$ cat src/rtl/lfsr_pkg.sv
`default_nettype none
// ============================================================================
//  Module   : lfsr_pkg
//  Brief    : Shared constants and state encoding for the LFSR stream cipher
//  Revision : 1.0  initial release
// ============================================================================
package lfsr_pkg;

    // Default LFSR width and keystream word width
    localparam int unsigned LFSR_N_DEFAULT = 32;
    localparam int unsigned KEY_W_DEFAULT  = 8;

    // CRC-32 polynomial used as the default LFSR feedback taps
    localparam logic [31:0] TAPS_CRC32 = 32'h04C11DB7;

    // Cipher controller states
    typedef enum logic [1:0] {
        ST_IDLE = 2'd0,
        ST_LOAD = 2'd1,
        ST_FILL = 2'd2,
        ST_HOLD = 2'd3
    } cipher_state_e;

endpackage : lfsr_pkg
`default_nettype wire

$ cat src/rtl/keystream_packer.sv
`default_nettype none
// ============================================================================
//  Module   : keystream_packer
//  Brief    : Collects serial keystream bits MSB-first into a W-bit word and
//             flags the edge on which the last bit of a word is taken.
//  Revision : 1.0  initial release
// ============================================================================
module keystream_packer #(
    parameter int unsigned W = 8
) (
    input  logic         clk,
    input  logic         rst_n,
    input  logic         en_i,
    input  logic         clr_i,
    input  logic         k_i,
    output logic [W-1:0] word_o,
    output logic         done_o
);

    localparam int unsigned         CNT_W  = $clog2(W + 1);
    localparam logic [CNT_W-1:0]    C_LAST = CNT_W'(W - 1);

    logic [W-1:0]     word_q;
    logic [W-1:0]     word_d;
    logic [CNT_W-1:0] bitcnt_q;
    logic [CNT_W-1:0] bitcnt_d;
    logic [W-1:0]     shifted;

    // The first bit taken ends up in the MSB once W bits have been shifted in
    generate
        if (W == 1) begin : g_shift_w1
            assign shifted = k_i;
        end else begin : g_shift_wn
            assign shifted = {word_q[W-2:0], k_i};
        end
    endgenerate

    // A clear in the same cycle wins, so a word is never reported complete while aborting
    assign done_o = en_i && !clr_i && (bitcnt_q == C_LAST);
    assign word_o = word_q;

    // Next-state: clear aborts a partial word, otherwise shift one bit per enabled cycle
    always_comb begin
        word_d   = word_q;
        bitcnt_d = bitcnt_q;
        if (clr_i) begin
            word_d   = '0;
            bitcnt_d = '0;
        end else if (en_i) begin
            word_d   = shifted;
            bitcnt_d = done_o ? '0 : bitcnt_q + 1'b1;
        end
    end

    // Shift register and bit counter
    always_ff @(posedge clk or negedge rst_n) begin
        if (!rst_n) begin
            word_q   <= '0;
            bitcnt_q <= '0;
        end else begin
            word_q   <= word_d;
            bitcnt_q <= bitcnt_d;
        end
    end

endmodule : keystream_packer
`default_nettype wire

$ cat src/rtl/lfsr_stream_cipher.sv
`default_nettype none
// ============================================================================
//  Module   : lfsr_stream_cipher
//  Brief    : Drives an external Galois LFSR, packs its serial output into
//             W-bit key words and XORs them with a valid/ready data stream.
//             One-entry output register; the next key word is prefetched
//             while the current ciphertext word waits to drain.
//  Revision : 1.0  initial release
// ============================================================================
module lfsr_stream_cipher
    import lfsr_pkg::*;
#(
    parameter int unsigned   N    = LFSR_N_DEFAULT,
    parameter int unsigned   W    = KEY_W_DEFAULT,
    parameter logic [N-1:0]  TAPS = N'(TAPS_CRC32)
) (
    input  logic         clk,
    input  logic         rst_n,
    input  logic         seed_ld,
    input  logic [N-1:0] seed,
    output logic         lfsr_ld,
    output logic         lfsr_en,
    output logic [N-1:0] lfsr_seed,
    output logic [N-1:0] lfsr_taps,
    input  logic         lfsr_k,
    input  logic [W-1:0] din,
    input  logic         din_valid,
    output logic         din_ready,
    output logic [W-1:0] dout,
    output logic         dout_valid,
    input  logic         dout_ready,
    output logic         key_busy
);

    cipher_state_e state_q;
    cipher_state_e state_d;
    logic [N-1:0]  seed_q;
    logic [W-1:0]  dout_q;
    logic          dout_valid_q;
    logic          lfsr_ld_q;
    logic          lfsr_en_q;
    logic          key_busy_q;

    logic [W-1:0]  key_word;
    logic          key_done;
    logic          pack_en;
    logic          pack_clr;
    logic          din_hs;
    logic          dout_hs;

    assign lfsr_ld    = lfsr_ld_q;
    assign lfsr_en    = lfsr_en_q;
    assign lfsr_seed  = seed_q;
    assign lfsr_taps  = TAPS;
    assign dout       = dout_q;
    assign dout_valid = dout_valid_q;
    assign key_busy   = key_busy_q;

    // A reseed request blocks acceptance so no word is ciphered with a stale key
    assign din_ready = (state_q == ST_HOLD) && !seed_ld && (!dout_valid_q || dout_ready);
    assign din_hs    = din_valid && din_ready;
    assign dout_hs   = dout_valid_q && dout_ready;

    // Packer shifts while filling; reseed or a fresh load starts the word from bit 0
    assign pack_en  = (state_q == ST_FILL);
    assign pack_clr = seed_ld || (state_q == ST_LOAD);

    keystream_packer #(
        .W (W)
    ) u_packer (
        .clk    (clk),
        .rst_n  (rst_n),
        .en_i   (pack_en),
        .clr_i  (pack_clr),
        .k_i    (lfsr_k),
        .word_o (key_word),
        .done_o (key_done)
    );

    // Next-state selection; reseed has priority in every state
    always_comb begin
        state_d = state_q;
        if (seed_ld) begin
            state_d = ST_LOAD;
        end else begin
            case (state_q)
                ST_IDLE: state_d = ST_IDLE;
                ST_LOAD: state_d = ST_FILL;
                ST_FILL: state_d = key_done ? ST_HOLD : ST_FILL;
                ST_HOLD: state_d = din_hs ? ST_FILL : ST_HOLD;
                default: state_d = ST_IDLE;
            endcase
        end
    end

    // Controller state with registered Moore outputs decoded from the next state
    always_ff @(posedge clk or negedge rst_n) begin
        if (!rst_n) begin
            state_q    <= ST_IDLE;
            lfsr_ld_q  <= 1'b0;
            lfsr_en_q  <= 1'b0;
            key_busy_q <= 1'b1;
        end else begin
            state_q    <= state_d;
            lfsr_ld_q  <= (state_d == ST_LOAD);
            lfsr_en_q  <= (state_d == ST_FILL);
            key_busy_q <= (state_d != ST_HOLD);
        end
    end

    // Seed capture for the LFSR load port
    always_ff @(posedge clk or negedge rst_n) begin
        if (!rst_n) begin
            seed_q <= '0;
        end else if (seed_ld) begin
            seed_q <= seed;
        end
    end

    // Output register: reload on accept, otherwise clear once drained
    always_ff @(posedge clk or negedge rst_n) begin
        if (!rst_n) begin
            dout_q       <= '0;
            dout_valid_q <= 1'b0;
        end else if (din_hs) begin
            dout_q       <= din ^ key_word;
            dout_valid_q <= 1'b1;
        end else if (dout_hs) begin
            dout_valid_q <= 1'b0;
        end
    end

endmodule : lfsr_stream_cipher
`default_nettype wire

$ cat config.mk
export PLATFORM = sky130hd
export DESIGN_NAME = lfsr_stream_cipher
export DESIGN_NICKNAME = d
export VERILOG_FILES = /design/src/rtl/lfsr_pkg.sv /design/src/rtl/keystream_packer.sv /design/src/rtl/lfsr_stream_cipher.sv
export SDC_FILE = /design/constraint.sdc
export NUM_CORES = 1
export LEC_CHECK = 0
export CAP_MARGIN = 15
export CORE_MARGIN = 8
export CORE_UTILIZATION = 30
export DETAILED_ROUTE_END_ITERATION = 8
export PLACE_DENSITY = 0.65
export REMOVE_ABC_BUFFERS = 1
export SLEW_MARGIN = 20
export SYNTH_ARGS = -nofsm -noshare
export SYNTH_HDL_FRONTEND = slang
export SYNTH_SLANG_ARGS = --single-unit
$ cat constraint.sdc
create_clock -name clk -period 1.3 [get_ports clk]
set_input_delay 0.26 -clock clk [delete_from_list [all_inputs] [get_ports clk]]
set_output_delay 0.26 -clock clk [all_outputs]
set_load 0.03 [all_outputs]
Yosys cells after proc, flatten, opt, wreduce, memory -nomap -nowiden
Index checks and enable logic that the tools add are counted.
- flip-flop bits (word level): 58
- input bits: 46
- output and inout port bits: 77
- $add $sub $neg: 1
- equality and inequality tests: 7
- mux-type cells: 11
- bitwise logic cells: 1
- reduce and logical (&&, ||, !) cells: 14
- operators by type and width (operator ; count):
    2-to-1 mux 8 bit ; 2
    2-to-1 mux 4 bit ; 3
    one-hot mux 2 bit (4 select lines) ; 1
    bitwise XOR 8 bit ; 1
    == test 2 bit, second input constant ; 3
    logical AND 1 bit ; 6
    adder 4 x 1 -> 4 bit, second input constant ; 1
    == test 2 x 1 -> 1 bit, second input constant ; 2
    == test 4 x 3 -> 1 bit, second input constant ; 1
    2-to-1 mux 1 bit ; 4
    nonzero test 2 bit ; 2
    logical NOT 1 bit ; 3
    logical NOT 2 bit ; 1
    logical OR 1 bit ; 2
    2-to-1 mux 2 bit ; 1
    inequality test 2 bit, second input constant ; 1

Depth between registers and ports, before layout
- word-level depth: 9
- depth in mapped cells: 4

Cells and area by module
Synthesis repeated with hierarchy kept, for this count alone.
- cells, all modules: 196
- area total of the unflattened synthesis: 2685.1 µm²
- modules (own cells, without submodules) (module ; times used ; cells an instance ; area each (µm²) ; seq. area each (µm²)):
    lfsr_stream_cipher ; 1 ; 151 ; 2113.3 ; 1152.4
    keystream_packer ; 1 ; 45 ; 571.8 ; 300.3

Worst setup path before layout
Ideal clock, no wire load.
- kind: register to output
- from: reg state_q[0]
- to: out din_ready
- arrival: 1.143 ns
- path slack: -0.103 ns
- stages on the path, launching flop included: 4
- buffers on the path: 2
- cell sequence: dfrtp_1 -> buf_2 -> buf_1 -> and3_1
- word-level cells in the longest chain between the ends: 3
- ends and longest elaborated chain (item ; line ; source):
    from (decl) ; lfsr_stream_cipher.sv:35 ; cipher_state_e state_q;
    from (signal assigned) ; lfsr_stream_cipher.sv:104 ; state_q <= state_d;
    == test 2 bit ; lfsr_stream_cipher.sv:60 ; assign din_ready = (state_q == ST_HOLD) && !seed_ld && (!dout_valid_q || dout_ready);
    logical AND 1 bit (2 in a row) ; lfsr_stream_cipher.sv:60 ;
    to (decl) ; lfsr_stream_cipher.sv:28 ; output logic din_ready,
Every way passes these cells.

Final worst setup path
- from: in dout_ready
- to: out din_ready
- word-level cells in the longest chain between the ends: 2
- ends and longest elaborated chain (item ; line ; source):
    from (decl) ; lfsr_stream_cipher.sv:31 ; input logic dout_ready,
    logical OR 1 bit ; lfsr_stream_cipher.sv:60 ;
    logical AND 1 bit ; lfsr_stream_cipher.sv:60 ;
Every way passes these cells.

==> summary.md <==
| Metric | Value |
|---|---|
| Core Area | 9060 sq um |
| Setup Viol. Count Final | 10 |
| FFs w/ async S/R, synth | 100% |
| Hold slack | 0.391 ns |
| Clock buffer depth | 2 |
| Setup WS post-layout | -0.139 ns |
| Slowest CP cell | clkdlybuf4s50_1 |
| Clock power frac | 30.7% |
| Final Net Count | 374 |
| Synth warnings | 0 |
| Die area | 12400 sq um |
| Share of cells above drive strength 1 | 38.5% |
| Post-synth top area share | 52.1% |
| Power share of the combinational group | 28.9% |
| Remaining routing DRC violations | 0 |
| Worst Min Path Start | seed_ld |
| Global-route wire length before repair | 11100 um |
| DR WL met3 | 823 um |
| Dominant cells by area after synthesis | dfrtp_1, mux2_2, buf_4 |
| Layout area overhead | 45.3% |
| HP Class | in -> reg |
| Clock root cell | clkbuf_8 |
| Run status | finished with violations |
| Hold depth | 3 |
| Synthesized area | 2740 sq um |
| WP data arrival | 1.18 ns |
| Post-synth EDFFs | 0 |
| Post-synth top cells | dfrtp_1, buf_4, mux2_2 |
| Initial Utilization | 30.2% |
| Fillers | 860 |
| Worst vdd ir | 0.802 mV |
| Most common cell in the netlist | dfrtp_1 |
| TritonCTS buffer count | 9 |
| DR WL/cell | 14.7 um |
| TritonCTS Sinks | 58 |
| Sw Pwr | 1.64 mW |
| FP Rows | 35 |
| Vias | 1960 |
| H-Tree Depth | 3 |
| I/O pin cnt | 123 |
| Worst R2R Setup Slack | -0.09 ns |
| Largest net degree at the start of global routing | 59 |
| Top sig layer | met4 |
| Sequential area share after synthesis | 53.0% |
| Leak | 1.82 nW |
| Critical Path Sink Type | output port |
| RSZ-0062 raised after global routing | yes |
| Fmax achieved | 695 MHz |
| Port Buffers | 90 |
| Failing checks | negative setup slack |
| Total wire length | 6500 um |
| Mapped Avg Cell Area | 12.5 sq um |
| Sw frac | 30.8% |
| R2R Path Start | state_q[1] |
| Final Skew | 0.00362 ns |
| Internal power | 3.69 mW |
| CP peak stage delay | 0.44 ns |
| Vias in the first global route | 2278 |
| Die H | 112 um |
| CTS tree | done |
| Final worst-path cycle share | 111% |
| Vias/cell | 4.44 |
| Final core utilization | 43.9% |
| Setup crit start kind | input port |
| Number of synthesized register bits | 58 |
| Worst EP required | 1.04 ns |
| Top FF cell, synth | dfrtp_1 |
| Synth cell types | 34 |
| Hold Crit Endpoint | lfsr_ld |
| WL met2 | 2960 um |
| Post-route minimum period | 1.44 ns |
| Flop pwr share | 40.4% |
| Final Hold Fails | 0 |
| Routability Congestion | 0.667 |
| Clk pin slew, worst setup/hold paths | 0.06 ns |
| Later-pin clock latency in the skew report | 0.33 ns |
| Diode count | 0 |
| Pwr dens | 1340 nW/um^2 |
| Total global-route track usage | 11.0% |
| Worst-path cell chain | clkdlybuf4s50_1 -> nand2b_1 -> and3_4 -> buf_6 |
| Antenna-violating nets left | 0 |
| Max-slew violations | 0 |
| Crit Path Category | in -> out |
| Post-DP HPWL | 4770 um |
| R2R cell count | 5 |
| R2r endpoint | dout[5] |
| Post-synth top area cell | dfrtp_1 |
| Die width | 112 um |
| Max_cap viols | 0 |
| Routed length on met1 | 2630 um |
| Global route total overflow | 0 |
| Pwr Total | 5.33 mW |
| CP max FO | 4 |
| Syn Inst Count | 220 |
| Initial antenna violation count | 0 |
| First drt pass iteration count | 2 |
| Initial DRC Count | 30 |
==> worst max-delay path by stage <==
stage / start / endpoint / slack [ns]
global placement: dout_ready / dout[5] / -0.33
global route: state_q[1] / din_ready / -0.19
finish: dout_ready / din_ready / -0.14
detailed placement: dout_ready / dout[5] / -0.33
floorplan: state_q[1] / dout[0] / -0.73
CTS: state_q[1] / din_ready / -0.16
==> placed cells by master (no fill, tap or decap), drive strengths merged, types with 2 or more instances in the layout <==
cell type / count
conb: 32
o21ai: 3
mux2i: 2
and2: 2
a2bb2oi: 2
clkbuf: 12
and3: 2
dfrtp: 57
nor2b: 8
nor2: 5
nand2: 11
clkinv: 2
a211oi: 14
mux2: 40
xor2: 8
buf: 52
nor3b: 2
clkdlybuf4s15: 14
nand3: 2
a21oi: 3
clkdlybuf4s50: 43
==> layout make-up <==
cell class	count	area [sq um]	area share, %
Sequential cell	58	1450	36.5
Multi-Input combinational cell	147	1100	27.7
Timing Repair Buffer	111	1090	27.4
Clock buffer	11	151	3.80
Tap cell	111	139	3.49
Clock inverter	3	40.0	1.01
==> power groups by stage <==
stage | combinational (mW) | clock (mW) | sequential (mW)
global placement | 1.54 | 0 | 2.18
floorplan | 0.434 | 0 | 2.58
detailed placement | 1.55 | 0 | 2.18
finish | 1.54 | 1.64 | 2.15
CTS | 1.55 | 1.71 | 2.16
global route | 1.64 | 1.79 | 2.18
==> critical path: cells and delay by family <==
family                 cells  cell delay [ns]
buffers and inverters      2             0.56
AND/OR/NAND/NOR            2             0.36
==> state kept, by name (all words and copies together) (netlist names) <==
| name | cells |
|---|---|
| dout | 8 |
| u_packer.word_o | 8 |
| u_packer.bitcnt_q | 4 |
| lfsr_en | 1 |
| lfsr_ld | 1 |
| key_busy | 1 |
| lfsr_seed | 32 |
| dout_valid | 1 |
| state_q | 2 |
==> per-stage QoR <==
| stage | cell area [sq um] | instances | worst slack, ns | TNS, ns |
|---|---|---|---|---|
| after floorplan | 2540 | 205 | -0.732 | -7.85 |
| after global placement | 3690 | 422 | -0.327 | -2.94 |
| after detailed placement | 3690 | 422 | -0.326 | -2.95 |
| after CTS | 3950 | 440 | -0.158 | -0.783 |
| after global routing | 3980 | 441 | -0.191 | -1.37 |
| final | 3980 | 441 | -0.139 | -0.839 |
==> routing by layer <==
| metal | track usage (%) | vias to the layer above |
|---|---|---|
| met5 | 0 | - |
| met4 | 4.38 | 0 |
| met3 | 7.74 | 8 |
| met2 | 16.8 | 88 |
| met1 | 11.6 | 959 |
| li1 | - | 905 |
==> logic make-up (layout without fill, tap and decap cells) <==
| group | Yosys count | after routing | synth area share (%) |
|---|---|---|---|
| compound gates | 28 | 28 | 7.40 |
| xor+xnor | 8 | 8 | 2.56 |
| fa+ha+maj | 1 | 1 | 0.457 |
| buf+inv | 45 | 125 | 11.3 |
| flops | 58 | 58 | 53.0 |
| mux | 42 | 42 | 18.1 |
| other cells | 2 | 32 | 0.274 |
| simple gates | 36 | 36 | 6.85 |
==> what timing repair did <==
| action | in CTS | in global routing |
|---|---|---|
| endpoints found under the setup margin | 18 | 15 |
| resized for setup | 49 | 6 |
| pin swaps | 1 | 2 |
| gates cloned | 0 | 1 |
| hold buffers | 1 | 0 |
| buffers inserted | 3 | 1 |
| endpoints found under the hold margin | 57 | 0 |
No activity file was read; power rests on OpenSTA's default activity.
